===== src/rtl/decode_pkg.sv =====
// rtl/decode_pkg.sv - opcode, ALU/result/branch encodings and control bundle for decode_stage
package decode_pkg;

  typedef enum logic [4:0] {
    OP_ADD  = 5'h00,
    OP_SUB  = 5'h01,
    OP_AND  = 5'h02,
    OP_OR   = 5'h03,
    OP_ADDI = 5'h04,
    OP_LD   = 5'h05,
    OP_ST   = 5'h06,
    OP_BEQ  = 5'h07,
    OP_BNE  = 5'h08,
    OP_JMP  = 5'h09,
    OP_LDB  = 5'h0A,
    OP_STB  = 5'h0B,
    OP_NOP  = 5'h1F
  } opcode_e;

  typedef enum logic [2:0] {
    ALU_ADD = 3'b000,
    ALU_SUB = 3'b001,
    ALU_AND = 3'b010,
    ALU_OR  = 3'b011
  } alu_ctrl_e;

  typedef enum logic [1:0] {
    RES_ALU = 2'b00,
    RES_MEM = 2'b01,
    RES_PC  = 2'b10
  } result_src_e;

  typedef enum logic [1:0] {
    BR_NONE = 2'b00,
    BR_EQ   = 2'b01,
    BR_NE   = 2'b10
  } branch_e;

  typedef struct packed {
    logic        reg_write;
    logic        mem_write;
    logic        jump;
    logic        alu_src;
    logic        cant_byte;
    logic        illegal;
    branch_e     branch;
    result_src_e result_src;
    alu_ctrl_e   alu_ctrl;
  } ctrl_t;

  // Unknown opcodes behave as NOP but raise illegal so EX can trap.
  function automatic ctrl_t decode_op(input logic [4:0] op);
    ctrl_t c;
    c = '0;
    case (op)
      OP_ADD:  c.reg_write = 1'b1;
      OP_SUB:  begin c.reg_write = 1'b1; c.alu_ctrl = ALU_SUB; end
      OP_AND:  begin c.reg_write = 1'b1; c.alu_ctrl = ALU_AND; end
      OP_OR:   begin c.reg_write = 1'b1; c.alu_ctrl = ALU_OR;  end
      OP_ADDI: begin c.reg_write = 1'b1; c.alu_src = 1'b1; end
      OP_LD:   begin c.reg_write = 1'b1; c.alu_src = 1'b1; c.result_src = RES_MEM; end
      OP_ST:   begin c.mem_write = 1'b1; c.alu_src = 1'b1; end
      OP_LDB:  begin
        c.reg_write = 1'b1; c.alu_src = 1'b1; c.result_src = RES_MEM; c.cant_byte = 1'b1;
      end
      OP_STB:  begin c.mem_write = 1'b1; c.alu_src = 1'b1; c.cant_byte = 1'b1; end
      OP_BEQ:  begin c.branch = BR_EQ; c.alu_ctrl = ALU_SUB; end
      OP_BNE:  begin c.branch = BR_NE; c.alu_ctrl = ALU_SUB; end
      OP_JMP:  begin c.jump = 1'b1; c.result_src = RES_PC; end
      OP_NOP:  c = '0;
      default: c.illegal = 1'b1;
    endcase
    return c;
  endfunction

endpackage


===== src/rtl/decode_stage_if.sv =====
// rtl/decode_stage_if.sv - ID/EX pipeline register outputs handed to the execute stage
interface decode_stage_if #(
  parameter int DATA_W = 19,
  parameter int PC_W   = 15,
  parameter int REG_AW = 5
);
  logic              RegWriteE, MemWriteE, JumpE, ALUSrcE, Cant_ByteE, IllegalE;
  logic [1:0]        BranchE;
  logic [1:0]        ResultSrcE;
  logic [2:0]        ALUControlE;
  logic [DATA_W-1:0] RD1E, RD2E, ImmExtE;
  logic [PC_W-1:0]   PCE;
  logic [REG_AW-1:0] RS1E, RS2E, RDE;

  modport master (
    output RegWriteE, MemWriteE, JumpE, ALUSrcE, Cant_ByteE, IllegalE,
           BranchE, ResultSrcE, ALUControlE, RD1E, RD2E, ImmExtE, PCE, RS1E, RS2E, RDE
  );
  modport slave (
    input  RegWriteE, MemWriteE, JumpE, ALUSrcE, Cant_ByteE, IllegalE,
           BranchE, ResultSrcE, ALUControlE, RD1E, RD2E, ImmExtE, PCE, RS1E, RS2E, RDE
  );
endinterface


===== src/rtl/reg_file.sv =====
// rtl/reg_file.sv - register file, r0 hardwired to zero, writeback bypass on reads
module reg_file #(
  parameter int NREGS  = 19,
  parameter int DATA_W = 19,
  parameter int REG_AW = 5
) (
  input  logic              clk,
  input  logic              reset,
  input  logic              we,
  input  logic [REG_AW-1:0] wa,
  input  logic [DATA_W-1:0] wd,
  input  logic [REG_AW-1:0] ra1,
  input  logic [REG_AW-1:0] ra2,
  output logic [DATA_W-1:0] rd1,
  output logic [DATA_W-1:0] rd2
);

  localparam logic [REG_AW:0] NREGS_L = (REG_AW+1)'(NREGS);

  logic [DATA_W-1:0] regs [NREGS];

  function automatic logic valid_addr(input logic [REG_AW-1:0] a);
    return (a != '0) && ({1'b0, a} < NREGS_L);
  endfunction

  always_ff @(posedge clk) begin
    if (reset) begin
      for (int i = 0; i < NREGS; i++) regs[i] <= '0;
    end else if (we && valid_addr(wa)) begin
      regs[wa] <= wd;
    end
  end

  // Writeback lands at the same edge ID/EX samples, so forward it.
  always_comb begin
    rd1 = '0;
    rd2 = '0;
    if (valid_addr(ra1)) rd1 = (we && wa == ra1) ? wd : regs[ra1];
    if (valid_addr(ra2)) rd2 = (we && wa == ra2) ? wd : regs[ra2];
  end

endmodule


===== src/rtl/decode_stage.sv =====
// rtl/decode_stage.sv - instruction decode, register read and ID/EX pipeline register
module decode_stage
  import decode_pkg::*;
#(
  parameter int INSTR_W = 20,
  parameter int DATA_W  = 19,
  parameter int PC_W    = 15,
  parameter int NREGS   = 19,
  parameter int REG_AW  = 5
) (
  input  logic               clk,
  input  logic               reset,
  input  logic               StallE,
  input  logic               FlushE,
  input  logic [INSTR_W-1:0] InstrD,
  input  logic [PC_W-1:0]    PCD,
  input  logic               RegWriteW,
  input  logic [REG_AW-1:0]  RdW,
  input  logic [DATA_W-1:0]  ResultW,
  decode_stage_if.master     ex
);

  localparam int IMM_W = INSTR_W - 10;

  logic [REG_AW-1:0] rd_d, rs1_d, rs2_d;
  logic [DATA_W-1:0] rd1_d, rd2_d, imm_d;
  ctrl_t             ctrl_d;

  assign rd_d   = InstrD[5 +: REG_AW];
  assign rs1_d  = InstrD[10 +: REG_AW];
  assign rs2_d  = InstrD[15 +: REG_AW];
  assign imm_d  = {{(DATA_W-IMM_W){InstrD[INSTR_W-1]}}, InstrD[INSTR_W-1:10]};
  assign ctrl_d = decode_op(InstrD[4:0]);

  reg_file #(.NREGS(NREGS), .DATA_W(DATA_W), .REG_AW(REG_AW)) u_reg_file (
    .clk   (clk),
    .reset (reset),
    .we    (RegWriteW),
    .wa    (RdW),
    .wd    (ResultW),
    .ra1   (rs1_d),
    .ra2   (rs2_d),
    .rd1   (rd1_d),
    .rd2   (rd2_d)
  );

  ctrl_t             ctrl_e;
  logic [DATA_W-1:0] rd1_e, rd2_e, imm_e;
  logic [PC_W-1:0]   pc_e;
  logic [REG_AW-1:0] rs1_e, rs2_e, rd_e;

  always_ff @(posedge clk) begin
    if (reset || FlushE) begin
      ctrl_e <= '0;
      rd1_e  <= '0;
      rd2_e  <= '0;
      imm_e  <= '0;
      pc_e   <= '0;
      rs1_e  <= '0;
      rs2_e  <= '0;
      rd_e   <= '0;
    end else if (!StallE) begin
      ctrl_e <= ctrl_d;
      rd1_e  <= rd1_d;
      rd2_e  <= rd2_d;
      imm_e  <= imm_d;
      pc_e   <= PCD;
      rs1_e  <= rs1_d;
      rs2_e  <= rs2_d;
      rd_e   <= rd_d;
    end
  end

  assign ex.RegWriteE   = ctrl_e.reg_write;
  assign ex.MemWriteE   = ctrl_e.mem_write;
  assign ex.JumpE       = ctrl_e.jump;
  assign ex.ALUSrcE     = ctrl_e.alu_src;
  assign ex.Cant_ByteE  = ctrl_e.cant_byte;
  assign ex.IllegalE    = ctrl_e.illegal;
  assign ex.BranchE     = ctrl_e.branch;
  assign ex.ResultSrcE  = ctrl_e.result_src;
  assign ex.ALUControlE = ctrl_e.alu_ctrl;
  assign ex.RD1E        = rd1_e;
  assign ex.RD2E        = rd2_e;
  assign ex.ImmExtE     = imm_e;
  assign ex.PCE         = pc_e;
  assign ex.RS1E        = rs1_e;
  assign ex.RS2E        = rs2_e;
  assign ex.RDE         = rd_e;

endmodule


===== src/flat_wrapper.sv =====
// flat-port wrapper written by rule: the top's interface ports become plain ports
module decode_stage_flat import decode_pkg::*;
#(
  parameter int INSTR_W = 20,
  parameter int DATA_W  = 19,
  parameter int PC_W    = 15,
  parameter int NREGS   = 19,
  parameter int REG_AW  = 5
)
  (clk, reset, StallE, FlushE, InstrD, PCD, RegWriteW, RdW, ResultW, ex_RegWriteE, ex_MemWriteE, ex_JumpE, ex_ALUSrcE, ex_Cant_ByteE, ex_IllegalE, ex_BranchE, ex_ResultSrcE, ex_ALUControlE, ex_RD1E, ex_RD2E, ex_ImmExtE, ex_PCE, ex_RS1E, ex_RS2E, ex_RDE);
  decode_stage_if #(.DATA_W(DATA_W), .PC_W(PC_W), .REG_AW(REG_AW)) ex_i ();
  input  logic clk;
  input  logic reset;
  input  logic StallE;
  input  logic FlushE;
  input  logic [INSTR_W-1:0] InstrD;
  input  logic [PC_W-1:0] PCD;
  input  logic RegWriteW;
  input  logic [REG_AW-1:0] RdW;
  input  logic [DATA_W-1:0] ResultW;
  output wire logic [$bits(ex_i.RegWriteE)-1:0] ex_RegWriteE;
  output wire logic [$bits(ex_i.MemWriteE)-1:0] ex_MemWriteE;
  output wire logic [$bits(ex_i.JumpE)-1:0] ex_JumpE;
  output wire logic [$bits(ex_i.ALUSrcE)-1:0] ex_ALUSrcE;
  output wire logic [$bits(ex_i.Cant_ByteE)-1:0] ex_Cant_ByteE;
  output wire logic [$bits(ex_i.IllegalE)-1:0] ex_IllegalE;
  output wire logic [$bits(ex_i.BranchE)-1:0] ex_BranchE;
  output wire logic [$bits(ex_i.ResultSrcE)-1:0] ex_ResultSrcE;
  output wire logic [$bits(ex_i.ALUControlE)-1:0] ex_ALUControlE;
  output wire logic [$bits(ex_i.RD1E)-1:0] ex_RD1E;
  output wire logic [$bits(ex_i.RD2E)-1:0] ex_RD2E;
  output wire logic [$bits(ex_i.ImmExtE)-1:0] ex_ImmExtE;
  output wire logic [$bits(ex_i.PCE)-1:0] ex_PCE;
  output wire logic [$bits(ex_i.RS1E)-1:0] ex_RS1E;
  output wire logic [$bits(ex_i.RS2E)-1:0] ex_RS2E;
  output wire logic [$bits(ex_i.RDE)-1:0] ex_RDE;
  assign ex_RegWriteE = ex_i.RegWriteE;
  assign ex_MemWriteE = ex_i.MemWriteE;
  assign ex_JumpE = ex_i.JumpE;
  assign ex_ALUSrcE = ex_i.ALUSrcE;
  assign ex_Cant_ByteE = ex_i.Cant_ByteE;
  assign ex_IllegalE = ex_i.IllegalE;
  assign ex_BranchE = ex_i.BranchE;
  assign ex_ResultSrcE = ex_i.ResultSrcE;
  assign ex_ALUControlE = ex_i.ALUControlE;
  assign ex_RD1E = ex_i.RD1E;
  assign ex_RD2E = ex_i.RD2E;
  assign ex_ImmExtE = ex_i.ImmExtE;
  assign ex_PCE = ex_i.PCE;
  assign ex_RS1E = ex_i.RS1E;
  assign ex_RS2E = ex_i.RS2E;
  assign ex_RDE = ex_i.RDE;
  decode_stage #(.INSTR_W(INSTR_W), .DATA_W(DATA_W), .PC_W(PC_W), .NREGS(NREGS), .REG_AW(REG_AW)) u_core (.clk(clk), .reset(reset), .StallE(StallE), .FlushE(FlushE), .InstrD(InstrD), .PCD(PCD), .RegWriteW(RegWriteW), .RdW(RdW), .ResultW(ResultW), .ex(ex_i));
endmodule

===== config.mk =====
export PLATFORM = sky130hd
export DESIGN_NAME = decode_stage_flat
export DESIGN_NICKNAME = d
export VERILOG_FILES = /design/src/rtl/decode_pkg.sv /design/src/rtl/decode_stage_if.sv /design/src/rtl/reg_file.sv /design/src/rtl/decode_stage.sv /design/src/flat_wrapper.sv
export SDC_FILE = /design/constraint.sdc
export NUM_CORES = 1
export LEC_CHECK = 0
export ABC_AREA = 1
export CAP_MARGIN = 20
export CORE_ASPECT_RATIO = 1.75
export CORE_MARGIN = 2
export CORE_UTILIZATION = 25
export DETAILED_ROUTE_END_ITERATION = 12
export RECOVER_POWER = 25
export SKIP_CTS_REPAIR_TIMING = 1
export SLEW_MARGIN = 25
export SYNTH_ARGS = -nofsm -noshare
export SYNTH_HDL_FRONTEND = slang
export SYNTH_SLANG_ARGS = --single-unit

===== constraint.sdc =====
create_clock -name clk -period 5.7 [get_ports clk]
set_clock_uncertainty 0.1 [all_clocks]
set_input_delay 1.14 -clock clk [delete_from_list [all_inputs] [get_ports clk]]
set_output_delay 1.14 -clock clk [all_outputs]
set_load 0.05 [all_outputs]

==> results.toml, run 1 <==
[outcome]
status = "finished, violations left"
violations = "capacitance limit, slew limit"

[yosys]
synth_edf_count = 589
synthTopCellsByArea = "edfxtp_1 47%, nand2_1 16%, nand3_1 11%, nor2_1 6.9%, inv_1 6.3%"
ys_seq_elements = 687
synth_warnings = 0
synth-xor-area-share_pct = 0
syn_area_um2 = 37800
synth-main-ff-cell = "edfxtp_1"
synthAdderAreaFrac_pct = 0
ys_seq_area_share_pct = 52.0
yosys.area.top_type = "edfxtp_1"
synth_mux_area_share_pct = 0
synthCells = 5074
synth-simple-area-share_pct = 34.1
synth_top_family_by_area = "simple AND/OR/NAND/NOR gates"
ys_types = 28
synth_compound_area_share_pct = 3.30
synth_async_sr_flop_share_pct = 0
yosysTopAreaCellShare_pct = 46.8
avgSynthCellArea_um2 = 7.44

[floorplan]
die-area_um2 = 154000
die_h_um = 518
core_um2 = 150000
placementRows = 188
start_util_pct = 25.2
ios = 164
die_x_um = 298

[setup_path]
worst-r2r-setup-slack_ns = 3.77
start_kind = "input port"
endpoint = "u_core.u_reg_file.regs[13][6]"
setup.worst_path.start = "RdW[1]"
crit-reg2reg-capture = "u_core.ex.RD1E[9]"
end_kind = "register"
crit_required_ns = 5.80
arrival_ns = 5.03
r2r-start = "u_core.u_reg_file.regs[21][9]"
worstSetupPathType = "in2reg"
critical_path.max_fanout = 20
reg2regPathDepth = 10

[final_layout]
n_fill_cell = 16200
drive_gt1_share_pct = 3.99
syn2layout_area_growth_pct = 16.8
nets = 5353
final_cell_area_um2 = 44100

[place]
hpwl_um = 90400
dpl_cell_area_um2 = 42100
portBuffers = 162
pre_cts_ws_ns = 0.822
place.gp.congestion = 0.891

[global_routing]
grt_max_degree = 181
grt_util_all_layers_pct = 17.8
grt_pass1_wl_um = 210000
overflow = 0
grt_antenna_before_repair = 13
first_global_vias = 33800

[sta]
fin_setup_tns_ns = 0
period_share_pct = 86.5
slew_headroom_pct = -30.6
worst-slew-pin-transition_ns = 1.96
maxSlewViolCount = 62
rsz0062_at_grt = "false"
max_freq_mhz = 203
worst_slack_ns = 0.769
hold_violations = 0
period_minus_slack_ns = 4.93
setup_viol = 0

[clock_network]
cts_max_path_buffers = 3
cts.sink_count = 687
cts_buffers = 60
htreeDepth = 2
clk_latency_ns = 0.68
clk_pin_slew_ns = 0.07
cts_tree = "built"
root_buffer = "clkbuf_16"

[routing]
wl_um = 141000
via_count = 34500
ant_nets = 0
dr.pass1.iters = 6
vias_per_cell = 4.70
drcViolationCount = 0
wl_per_cell_um = 19.3
drtIter0Drc = 3093

[power_and_ir_drop]
power_mw = 12.0
p_leak_nw = 19.7
vdd_ir_drop_max_uv = 239
p_per_area_nw_per_um2 = 271

[run]
maxCapViolCount = 4

[hold_path]
hp-class = "reg2reg"
[synth_stat cells, types with 5 or more instances]
cell      instances
edfxtp_1        589
buf_1            55
nand4_1           6
buf_2            99
clkbuf_1        182
o21ai_0         157
buf_4            21
a21oi_1          78
nand3_1         805
nand2_1        1619
clkinv_1          5
nor2_2            5
inv_1           632
nor2_1          693
dfxtp_1          98
[layout make-up]
type                    count  area, um^2  share of cell area [%]
clock buffers              71        1560                    3.54
clock inverters            43         462                    1.05
flip-flops and latches    687       19600                    44.5
multi-input cells        3652       15100                    34.3
inverters                 640        2430                    5.50
repair buffers            248        2390                    5.41
well taps                1995        2500                    5.66
diodes                      1        2.50                 0.00567
[cells in the final DEF, fill, tap and decap left out, types with 3 or more instances in the layout]
master,n
a31oi_1,3
nor2_2,11
buf_12,13
inv_6,7
clkinv_1,9
inv_2,4
nor2_1,687
nand3_1,803
edfxtp_1,589
inv_8,3
bufinv_16,7
o21ai_0,157
nor3_1,5
buf_2,3
clkinv_4,3
dfxtp_1,98
clkdlybuf4s50_1,66
buf_4,64
a21oi_1,78
nor4_1,3
inv_1,630
clkbuf_1,19
dlygate4sd3_1,88
clkinvlp_4,7
clkbuf_16,60
nand2_1,1617
conb_1,267
nand2_2,5
nand4_1,6
clkinv_2,11
[metrics by stage]
| step | instances | hold slack (ns) | utilization (%) |
|---|---|---|---|
| global route | 7337 | 0.378 | 29.4 |
| global placement | 7222 | 0.352 | 28.1 |
| detailed placement | 7222 | 0.357 | 28.1 |
| finish | 7337 | 0.362 | 29.4 |
| floorplan | 5340 | 0.342 | - |
| CTS | 7336 | 0.366 | 29.4 |
[worst min path at each step]
| stage | cells after the start | endpoint | startpoint | slack [ns] |
|---|---|---|---|---|
| 6_report | 2 | u_core.ex.RDE[2] | u_core.ex.RDE[2] | 0.36 |
| 5_1_grt | 2 | u_core.ex.RD2E[3] | u_core.ex.RD2E[3] | 0.38 |
| 4_1_cts | 2 | u_core.ex.RDE[2] | u_core.ex.RDE[2] | 0.37 |
| 3_5_place_dp | 2 | u_core.ex.RDE[2] | u_core.ex.RDE[2] | 0.36 |
| 3_3_place_gp | 2 | u_core.ex.RDE[3] | u_core.ex.RDE[3] | 0.35 |
| 2_1_floorplan | 2 | u_core.u_reg_file.regs[18][18] | u_core.u_reg_file.regs[18][18] | 0.34 |
[power by group]
part           internal, mW  total [mW]  switching, mW  leakage, nW
sequential             5.75        5.86          0.109         6.41
combinational         0.474        1.78           1.31         12.3
clock                  2.31        4.34           2.03        0.976
[worst max-delay path: stages]
cell and delay (ns):
dlygate4sd3_1 0.72, inv_1 0.11, nand4_1 0.13, nand2_2 0.06, nor3_1 0.41, o21ai_0 0.40, nand2_1 0.17, clkbuf_1 1.05
nand2_2 0.82
[metal layers]
metal	vias to the layer above	global-route usage (%)	share of wire, %
met5	-	0	0.058
met4	12	11.8	6.9
met3	461	2.40	7.9
met2	1730	31.2	49
met1	16100	20.2	36
li1	16200	-	-
[cells by family (layout without fill, tap and decap cells)]
group | count (synthesis) | in the layout
simple gates | 3142 | 3142
buf+inv | 1001 | 1002
other cells | 1 | 268
compound gates | 243 | 243
flops | 687 | 687
[sequential cells by signal (all words and copies together), names as in the netlist]
register	cells
u_core.ex.ResultSrcE	2
u_core.ex.RD2E	19
u_core.ex.Cant_ByteE	1
u_core.ex.ImmExtE	1
u_core.ex.RDE	5
u_core.u_reg_file.regs	608
u_core.ex.BranchE	2
u_core.ex.RegWriteE	1
u_core.ex.RS2E	5
u_core.ex.PCE	15
u_core.ex.RD1E	19
u_core.ex.RS1E	4
u_core.ex.ALUSrcE	1
u_core.ex.ALUControlE	2
u_core.ex.MemWriteE	1
u_core.ex.IllegalE	1
No activity file was read; power rests on OpenSTA's default activity.
==> run 2: changes to the inputs <==
--- a/config.mk
+++ b/config.mk
@@ -10,6 +10,7 @@
 export CORE_ASPECT_RATIO = 1.75
 export CORE_MARGIN = 2
 export CORE_UTILIZATION = 25
+export CTS_CLUSTER_DIAMETER = 120
 export DETAILED_ROUTE_END_ITERATION = 12
 export RECOVER_POWER = 25
 export SKIP_CTS_REPAIR_TIMING = 1
==> results of run 2 <==
The final DEF is identical to that of run 1; final timing and power are the same.
